[src/rtl/taillight_pkg.sv]
// taillight_pkg: shared mode encoding and sweep-mask helper for the rear-light controller
package taillight_pkg;

    typedef enum logic [1:0] {
        IDLE   = 2'b00,
        LEFT   = 2'b01,
        RIGHT  = 2'b10,
        HAZARD = 2'b11
    } mode_t;

    // Phase p lights the p innermost lamps; 9-bit intermediate keeps p=8 exact
    function automatic logic [7:0] sweep_mask(input logic [3:0] p);
        logic [8:0] m;
        m = (9'd1 << p) - 9'd1;
        return m[7:0];
    endfunction

endpackage

[src/rtl/step_timer.sv]
// step_timer: free-running prescaler emitting a one-cycle tick every STEP_DIV enabled cycles
module step_timer #(
    parameter int STEP_DIV = 12_500_000
) (
    input  logic clk,
    input  logic rst_n,
    input  logic en,
    input  logic clr,
    output logic tick
);

    localparam int CW = $clog2(STEP_DIV);

    logic [CW-1:0] cnt, cnt_nx;

    always_comb begin
        tick   = en && !clr && (cnt == CW'(STEP_DIV - 1));
        cnt_nx = (clr || !en || tick) ? '0 : cnt + CW'(1);
    end

    always_ff @(posedge clk) begin
        if (!rst_n)
            cnt <= '0;
        else
            cnt <= cnt_nx;
    end

endmodule

[src/rtl/taillight_seq.sv]
// taillight_seq: left/right sequential turn, hazard and brake controller with registered LED banks
module taillight_seq
    import taillight_pkg::*;
#(
    parameter int LEDS_PER_SIDE = 3,
    parameter int STEP_DIV      = 12_500_000
) (
    input  logic                     clk,
    input  logic                     rst_n,
    input  logic                     brake,
    input  logic                     turn_left,
    input  logic                     turn_right,
    input  logic                     hazard,
    output logic [LEDS_PER_SIDE-1:0] led_left,
    output logic [LEDS_PER_SIDE-1:0] led_right
);

    localparam int PW = $clog2(LEDS_PER_SIDE + 1);

    mode_t                    mode, mode_nx;
    logic [PW-1:0]            phase, phase_nx;
    logic [7:0]               mask;
    logic                     chg, tick;
    logic [LEDS_PER_SIDE-1:0] left_nx, right_nx;

    step_timer #(.STEP_DIV(STEP_DIV)) u_timer (
        .clk   (clk),
        .rst_n (rst_n),
        .en    (mode != IDLE),
        .clr   (chg),
        .tick  (tick)
    );

    always_comb begin
        mode_nx  = (hazard || (turn_left && turn_right)) ? HAZARD :
                   turn_left  ? LEFT  :
                   turn_right ? RIGHT : IDLE;
        chg      = mode_nx != mode;
        phase_nx = chg   ? ((mode_nx == IDLE) ? '0 : PW'(1)) :
                   !tick ? phase :
                   (phase == PW'(LEDS_PER_SIDE)) ? '0 : phase + PW'(1);
        mask     = sweep_mask(4'(phase_nx));
        // Mode bit 0 marks a sweeping left bank, bit 1 a sweeping right bank
        left_nx  = mode_nx[0] ? mask[LEDS_PER_SIDE-1:0] : {LEDS_PER_SIDE{brake}};
        right_nx = mode_nx[1] ? mask[LEDS_PER_SIDE-1:0] : {LEDS_PER_SIDE{brake}};
    end

    always_ff @(posedge clk) begin
        if (!rst_n) begin
            mode      <= IDLE;
            phase     <= '0;
            led_left  <= '0;
            led_right <= '0;
        end else begin
            mode      <= mode_nx;
            phase     <= phase_nx;
            led_left  <= left_nx;
            led_right <= right_nx;
        end
    end

endmodule

[config.mk]
export PLATFORM = sky130hd
export DESIGN_NAME = taillight_seq
export DESIGN_NICKNAME = d
export VERILOG_FILES = /design/src/rtl/taillight_pkg.sv /design/src/rtl/step_timer.sv /design/src/rtl/taillight_seq.sv
export SDC_FILE = /design/constraint.sdc
export NUM_CORES = 1
export LEC_CHECK = 0
export BUFFER_PORTS_ARGS = -buffer_cell sky130_fd_sc_hd__buf_4
export CORE_MARGIN = 2
export CORE_UTILIZATION = 50
export CTS_BUF_LIST = sky130_fd_sc_hd__clkbuf_16
export DETAILED_ROUTE_END_ITERATION = 6
export GPL_TIMING_DRIVEN = 1
export MAX_ROUTING_LAYER = met4
export PLACE_DENSITY = 0.73
export SLEW_MARGIN = 20
export SYNTH_ARGS = -nofsm -noshare
export SYNTH_HDL_FRONTEND = slang
export SYNTH_SLANG_ARGS = --single-unit
[constraint.sdc]
create_clock -name clk -period 2.4 [get_ports clk]
set_input_delay 0.24 -clock clk [delete_from_list [all_inputs] [get_ports clk]]
set_output_delay 0.24 -clock clk [all_outputs]
set_load 0.005 [all_outputs]
Yosys cells after proc, flatten, opt, wreduce, memory -nomap -nowiden

Index checks and enable logic that the tools add are counted.

Flip-flop bits (word level): 34
Output and inout port bits: 6

Add/subtract/negate cells: 3
Eq/ne operators: 3
Shifts and indexed selects: 1
Multiplexer cells: 9
Bitwise logic cells: 1
Reduce and logical (&&, ||, !) cells: 11

Operator list:

| operator                                          | number |
|---|---|
| adder 24 x 1 -> 24 bit (second input constant)    | 1 |
| equality test 24 bit (second input constant)      | 1 |
| 2-to-1 mux 2 bit                                  | 6 |
| 2-to-1 mux 3 bit                                  | 2 |
| logical AND 1 bit                                 | 3 |
| logical OR 1 bit                                  | 3 |
| left shift 1 x 2 -> 3 bit (first input constant)  | 1 |
| subtractor 3 x 1 -> 3 bit (second input constant) | 1 |
| adder 2 x 1 -> 2 bit (second input constant)      | 1 |
| equality test 2 bit (second input constant)       | 1 |
| logical NOT 1 bit                                 | 2 |
| logical NOT 2 bit                                 | 1 |
| != test 2 bit                                     | 1 |
| nonzero test 2 bit                                | 1 |
| OR reduction 2 bit                                | 1 |
| 2-to-1 mux 1 bit                                  | 1 |
| inverter 1 bit                                    | 1 |

Logic depth before layout (Yosys ltp)

Gate-level depths: netlist of the first run.

Word-level depth: 12
Mapped depth: 7
Depth with buffers taken out: 6

Modules after synthesis

A second synthesis of the first run with hierarchy kept.

Cells, all modules: 184
Area total of the unflattened synthesis: 1557.7 um2

Modules (own cells, without submodules):

| module        | instances | cells an instance | area an instance (um2) | sequential area each (um2) |
|---|---|---|---|---|
| step_timer    | 1         | 136               | 1137.3                 | 480.5 |
| taillight_seq | 1         | 48                | 420.4                  | 200.2 |

Least setup slack after synthesis of the first run

OpenSTA, ideal clock, no wires.

Kind: register -> register
Start point: register u_timer.cnt[0]
End point: register led_left[2]
Library setup time: 79 ps
Arrival: 1944 ps
Data required time: 2321 ps
Path slack: 377 ps
Cell stages (with the launch flop): 7
Path buffers: 0
Period minus slack after synthesis: 2023 ps
Path through: dfxtp_1 ha_1 nand2_1 or4_4 a211oi_4 mux2_1 a22oi_1

Cells in the longest elaborated chain, start to end: 7

RTL lines:

| item                      | RTL line            | text |
|---|---|---|
| from (decl)               | step_timer.sv:14    | `logic [CW-1:0] cnt, cnt_nx;` |
| from (signal assigned)    | step_timer.sv:25    | `cnt <= cnt_nx;` |
| equality test 24 bit      | step_timer.sv:17    | `tick = en && !clr && (cnt == CW'(STEP_DIV - 1));` |
| logical AND 1 bit         | step_timer.sv:17    |  |
| 2-to-1 mux 2 bit          | taillight_seq.sv:40 | `!tick ? phase :` |
| 2-to-1 mux 2 bit          | taillight_seq.sv:39 | `phase_nx = chg ? ((mode_nx == IDLE) ? '0 : PW'(1)) :` |
| left shift 1 x 2 -> 3 bit | taillight_pkg.sv:14 | `m = (9'd1 << p) - 9'd1;` |
| subtractor 3 x 1 -> 3 bit | taillight_pkg.sv:14 |  |
| 2-to-1 mux 3 bit          | taillight_seq.sv:44 | `left_nx = mode_nx[0] ? mask[LEDS_PER_SIDE-1:0] : {LEDS_PER_SIDE{brake}};` |
| to (signal assigned)      | taillight_seq.sv:57 | `led_left <= left_nx;` |
| to (decl)                 | taillight_seq.sv:14 | `output logic [LEDS_PER_SIDE-1:0] led_left,` |

No other way between the ends.
A chain may end at the register's enable or synchronous reset.

Worst setup path after layout of the first run

Start point: register u_timer.cnt[0]
End point: register led_right[2]

Cells in the longest elaborated chain, start to end: 7

RTL lines:

| item                      | RTL line            | text |
|---|---|---|
| equality test 24 bit      | step_timer.sv:17    |  |
| logical AND 1 bit         | step_timer.sv:17    |  |
| 2-to-1 mux 2 bit          | taillight_seq.sv:40 |  |
| 2-to-1 mux 2 bit          | taillight_seq.sv:39 |  |
| left shift 1 x 2 -> 3 bit | taillight_pkg.sv:14 |  |
| subtractor 3 x 1 -> 3 bit | taillight_pkg.sv:14 |  |
| 2-to-1 mux 3 bit          | taillight_seq.sv:45 | `right_nx = mode_nx[1] ? mask[LEDS_PER_SIDE-1:0] : {LEDS_PER_SIDE{brake}};` |
| to (signal assigned)      | taillight_seq.sv:58 | `led_right <= right_nx;` |
| to (decl)                 | taillight_seq.sv:15 | `output logic [LEDS_PER_SIDE-1:0] led_right` |

No other way between the ends.

==> impl_metrics.yaml, run 1 <==
routing:
  ant_nets: 0
  avgViaCountPerCell: 5.59
  post-route-drc-count: 0
  routed_wl_mm: 3.32
  drtIter0Drc: 88
  num_vias: 1426
  avgRoutedWirePerCell_um: 13.0
  first_pass_iters: 4
finish:
  layout.nets: 218
  drive_above_1_share_pct: 11.8
  n_antenna_cell: 0
  utilization_pct: 62.2
  syn_to_final_growth_pct: 16.1
placed_design:
  place_ws_ns: 0.185
  gp_congestion: 0.794
  hpwl_mm: 2.34
  port_buffers: 11
synthesis:
  ys_seq_elements: 34
  syn_nets: 203
  ys_types: 39
  seq_area_frac_synth_pct: 41.0
  synth_area_leaders: "dfxtp_1 (41%), nor2_1 (8.1%), xnor2_1 (5.8%)"
  avgSynthCellArea_um2: 8.52
  syn_inst: 195
  synthFlopType: "dfxtp_1"
  ys.warnings.count: 0
  async_reset_ff_share_pct: 0
  synth_edf_count: 0
  yosys.area.top_type: "dfxtp_1"
  synth_top_area_share_pct: 41.0
  syn_area_um2: 1660
floorplanning:
  die_width_um: 61.6
  ios: 12
  start_util_pct: 53.5
  die_area_um2: 3800
  core_area_um2: 3100
  die_h_um: 61.6
  num_rows: 20
critical_path:
  path_cells: "ha_1 > nand2_1 > or4_4 > a211oi_4 > mux2i_1 > o32ai_2"
  worstSetupEndpointType: "flop"
  cp_slowest_stage_delay_ns: 0.57
  crit_required_ns: 2.55
  cp.arrival_ns: 2.36
  cp-start-kind: "flop"
  crit_family: "simple AND/OR/NAND/NOR gates"
  crit_buf_inv: 0
  slowest_stage: "or4_4"
  worst-path-max-fanout: 4
  critPathKind: "flop to flop"
cts:
  insertion_delay_ns: 0.28
  h-tree-depth: 2
  cts-buffers-inserted: 5
  ctsHoldBuffers: 0
  clkSinkCount: 34
  cts_resized: 0
  root_buffer: "clkbuf_16"
  post_cts_buffers: 0
  cts_buffer_depth: 2
  clk_pin_slew_worst_paths_ns: 0.05
  cts_tree: "done"
power_and_ir_drop:
  power.total_mw: 1.25
  power_leakage_nw: 0.668
  ir_drop_mv: 0.519
  power_density_nw_per_um2: 647
grt:
  grt-busiest-layer: "met2"
  met3_usage_pct: 8.40
  grt_overflow_total: 0
  track_usage_pct: 22.0
  grtUsageMet2_pct: 33.4
  grt_pass1_wl_mm: 5.84
  antenna_found_initial: 0
  met1_usage_pct: 27.1
  grt_pass1_vias: 1361
  grt_max_degree: 25
job:
  drv_cap: 0
sta:
  fin_crit_sh_pct: 92.1
  fmax_mhz: 452
  fin_setup_tns_ns: 0
  hold_ws_ns: 0.249
  hold_violations: 0
  slew_headroom_pct: 67.6
  tightest_slew_ns: 0.485
  setup_ws_ns: 0.190
  slew_violations: 0
  setup_viol: 0
  rsz0062_at_grt: "no"
  clock_skew_ns: 0.00356
  min_period_ns: 2.21
status:
  status: "finished clean"
hold_path:
  hold_path.class: "input pin to flop"
path summary, 6_finish.rpt:
check,from,endpoint,slack [ns],cells past startpoint
worst max-delay path,u_timer.cnt[0],led_right[2],0.19,6
worst min register to register,u_timer.cnt[0],u_timer.cnt[0],0.45,1
worst min-delay path,brake,led_left[1],0.25,3
worst max register to register,u_timer.cnt[0],led_right[2],0.19,6
cells in the mapped netlist (3+ instances only):
library cell  number
nor2_1            36
dfxtp_1           34
nand2_1           17
xnor2_1           11
xor2_1            11
nand3_1            9
nand4_1            9
nor3_1             7
inv_1              5
o21a_1             5
a21oi_1            4
and2_1             4
and3_1             4
a21o_1             3
buf_2              3
mux2i_1            3
o21ai_0            3
worst register-to-register path: stages (launching register included):
cell and delay (ns):
dfxtp_1 0.35, ha_1 0.21, nand2_1 0.12, or4_4 0.57
a211oi_4 0.29, mux2i_1 0.42, o32ai_2 0.12
through the flow:
step / cells / instance area (um2)
finish: 255 / 1930
CTS: 255 / 1930
detailed placement: 247 / 1790
floorplan: 195 / 1660
global route: 255 / 1930
global placement: 247 / 1790
kinds of logic after synthesis:
family,after synthesis,synth area share (%)
xor+xnor,22,11.6
flops,34,41.0
mux,4,2.48
compound gates,25,11.9
fa+ha+maj,2,1.51
simple gates,98,29.1
buf+inv,10,2.48
sequential cells by signal (all words and copies together) (netlist names):
register	flops
mode	2
phase	2
led_right	3
u_timer.cnt	24
led_left	3
cell type report:
cell class	count	area, um2
multi-input combinational	151	940
tap	44	55.1
clock inverter	3	12.5
clock buffer	5	125
inverter	5	18.8
fill	288	1170
sequential	34	681
timing repair buffer	13	97.6
layout by cell type, fill, tap and decap left out, types with 3 or more instances in the layout:
cell,n
dfxtp_1,34
and3_1,4
nor2_1,36
nand3_1,9
nand4_1,9
and2_1,4
xor2_1,11
nand2_1,17
o21a_1,5
xnor2_1,11
a21oi_1,4
buf_4,13
a21o_1,3
clkbuf_16,5
inv_1,6
nor3_1,7
o21ai_0,3
mux2i_1,3
report_power, final:
group	switching [mW]	internal (mW)
Combinational	0.0393	0.0314
Sequential	0.00733	0.574
Clock	0.221	0.374
per-layer routing:
layer | vias up | wire length [um]
met4 | 0 | 38
met5 | - | 0
met1 | 693 | 1580
met2 | 26 | 1540
met3 | 5 | 164
li1 | 702 | -
Note: power is estimated with default switching activity, not from simulation.
==> run 2, diff against run 1 <==
CORE_UTILIZATION = 54   (was 50)
CTS_BUF_LIST = default   (was sky130_fd_sc_hd__clkbuf_16)
PLACE_DENSITY = 0.78   (was 0.73)
==> run 2 against run 1 <==
Compared with the run above:
- combinational power fell by 0.7%
- maximum frequency rose by 0.76%
- non-clock buffer count unchanged
- sequential cell count did not move
- register-to-register slack gained 0.02 ns
- die area fell by 6.9%
- clock power fell by 44%
- wire length fell by 1.8%
==> impl_metrics.yaml, run 2 (same netlist as run 1, synthesis figures left out) <==
sta:
  slew_headroom_pct: 68.3
  rsz0062_at_grt: "no"
  slew_violations: 0
  clock_skew_ns: 0.00634
  min_period_ns: 2.19
  hold_violations: 0
  setup_ws_ns: 0.206
  fmax_mhz: 456
  tightest_slew_ns: 0.475
  setup_viol: 0
  fin_crit_sh_pct: 91.4
  fin_setup_tns_ns: 0
floorplanning:
  die_h_um: 59.5
  ios: 12
  num_rows: 20
  start_util_pct: 55.8
  die_width_um: 59.5
  core_area_um2: 2980
  die_area_um2: 3540
critical_path:
  crit_family: "simple AND/OR/NAND/NOR gates"
  cp-start-kind: "flop"
  crit_required_ns: 2.67
  slowest_stage: "or4_4"
  cp_slowest_stage_delay_ns: 0.56
  worstSetupEndpointType: "flop"
  critPathKind: "flop to flop"
  cp.depth: 6
  crit_buf_inv: 0
  worst-path-max-fanout: 4
  path_cells: "ha_1 > nand2_1 > or4_4 > a211oi_4 > mux2_1 > a22oi_1"
  cp.arrival_ns: 2.47
  ff2ff_path_depth: 6
cts:
  cts_buffer_depth: 2
  h-tree-depth: 2
  cts_tree: "done"
  cts_resized: 0
  root_buffer: "clkbuf_4"
  post_cts_buffers: 0
  clk_pin_slew_worst_paths_ns: 0.10
  ctsHoldBuffers: 0
  cts-buffers-inserted: 5
  insertion_delay_ns: 0.34
  clkSinkCount: 34
finish:
  syn_to_final_growth_pct: 10.6
  n_antenna_cell: 0
  layout_commonest_cell: "nor2_1"
  final_cell_mix: "nor2_1 (36), dfxtp_1 (34), nand2_1 (17)"
  utilization_pct: 61.7
  largest_register_ffs: 24
  regMostFlops: "u_timer.cnt"
  top_regs: "u_timer.cnt x24, led_left x3, led_right x3"
  drive_above_1_share_pct: 12.3
  layout.nets: 218
  fin_cells: 244
grt:
  grt_overflow_total: 0
  track_usage_pct: 21.9
  met3_usage_pct: 7.42
  antenna_found_initial: 0
  grt_pass1_vias: 1285
  grt-busiest-layer: "met2"
  grt_max_degree: 25
  grtUsageMet2_pct: 33.8
  met1_usage_pct: 25.6
  grt_pass1_wl_mm: 5.53
placed_design:
  port_buffers: 11
  place_ws_ns: 0.238
  hpwl_mm: 2.41
  gp_congestion: 0.824
  dp_cells: 236
routing:
  drtIter0Drc: 59
  num_vias: 1409
  ant_nets: 0
  first_pass_iters: 4
  routed_wl_mm: 3.26
  post-route-drc-count: 0
  avgRoutedWirePerCell_um: 13.4
  avgViaCountPerCell: 5.77
hold_path:
  hold_path.class: "input pin to flop"
  hold_depth: 3
job:
  drv_cap: 0
power_and_ir_drop:
  ir_drop_mv: 0.275
  power_leakage_nw: 0.631
  power_density_nw_per_um2: 537
status:
  status: "finished clean"
## run 2: cell count changes in the layout (fill, tap and decap cells not counted)
cell / delta
clkbuf_16: -5
clkbuf_4: +5
clkbuf_1: +1
clkbuf_8: +1
clkinv_1: -1
inv_1: -1
## run 2: per-stage QoR
step / power (mW) / cell area [um2] / hold WS (ns)
2_1_floorplan: 0.636 / 1660 / 0.379
3_3_place_gp: 0.660 / 1780 / 0.430
3_5_place_dp: 0.663 / 1780 / 0.440
4_1_cts: 0.989 / 1840 / 0.180
5_1_grt: 1.03 / 1840 / 0.178
6_report: 0.986 / 1840 / 0.183
## run 2: area by class of cell
type	instances	area, um2
fill	261	1140
multi-input combinational	151	940
sequential	34	681
timing repair buffer	13	97.6
clock buffer	7	55.1
tap	33	41.3
inverter	5	18.8
clock inverter	1	5.00
## run 2: tightest hold or removal path, cell delays in order
cell and delay [ns]:
buf_4 0.16, nand2_1 0.06, nor2_1 0.03
## run 2: per-layer routing
layer / routed length (um) / vias up / part of all wire (%)
met1: 1530 / 658 / 47
li1: - / 710 / -
met4: 76 / 0 / 2.3
met3: 138 / 9 / 4.2
met5: 0 / - / 0
met2: 1520 / 32 / 47
## run 2: worst paths after layout
check / start / to / slack (ns)
setup / recovery: u_timer.cnt[0] / led_left[2] / 0.21
hold / removal: rst_n / phase[1] / 0.18
setup reg to reg: u_timer.cnt[0] / led_left[2] / 0.21
hold reg to reg: u_timer.cnt[0] / u_timer.cnt[0] / 0.45
## run 2: power breakdown
group / internal [mW] / switching (mW) / total (mW)
Clock: 0.142 / 0.194 / 0.336
Combinational: 0.0314 / 0.0388 / 0.0702
Sequential: 0.573 / 0.00735 / 0.580
Total: 0.746 / 0.240 / 0.986
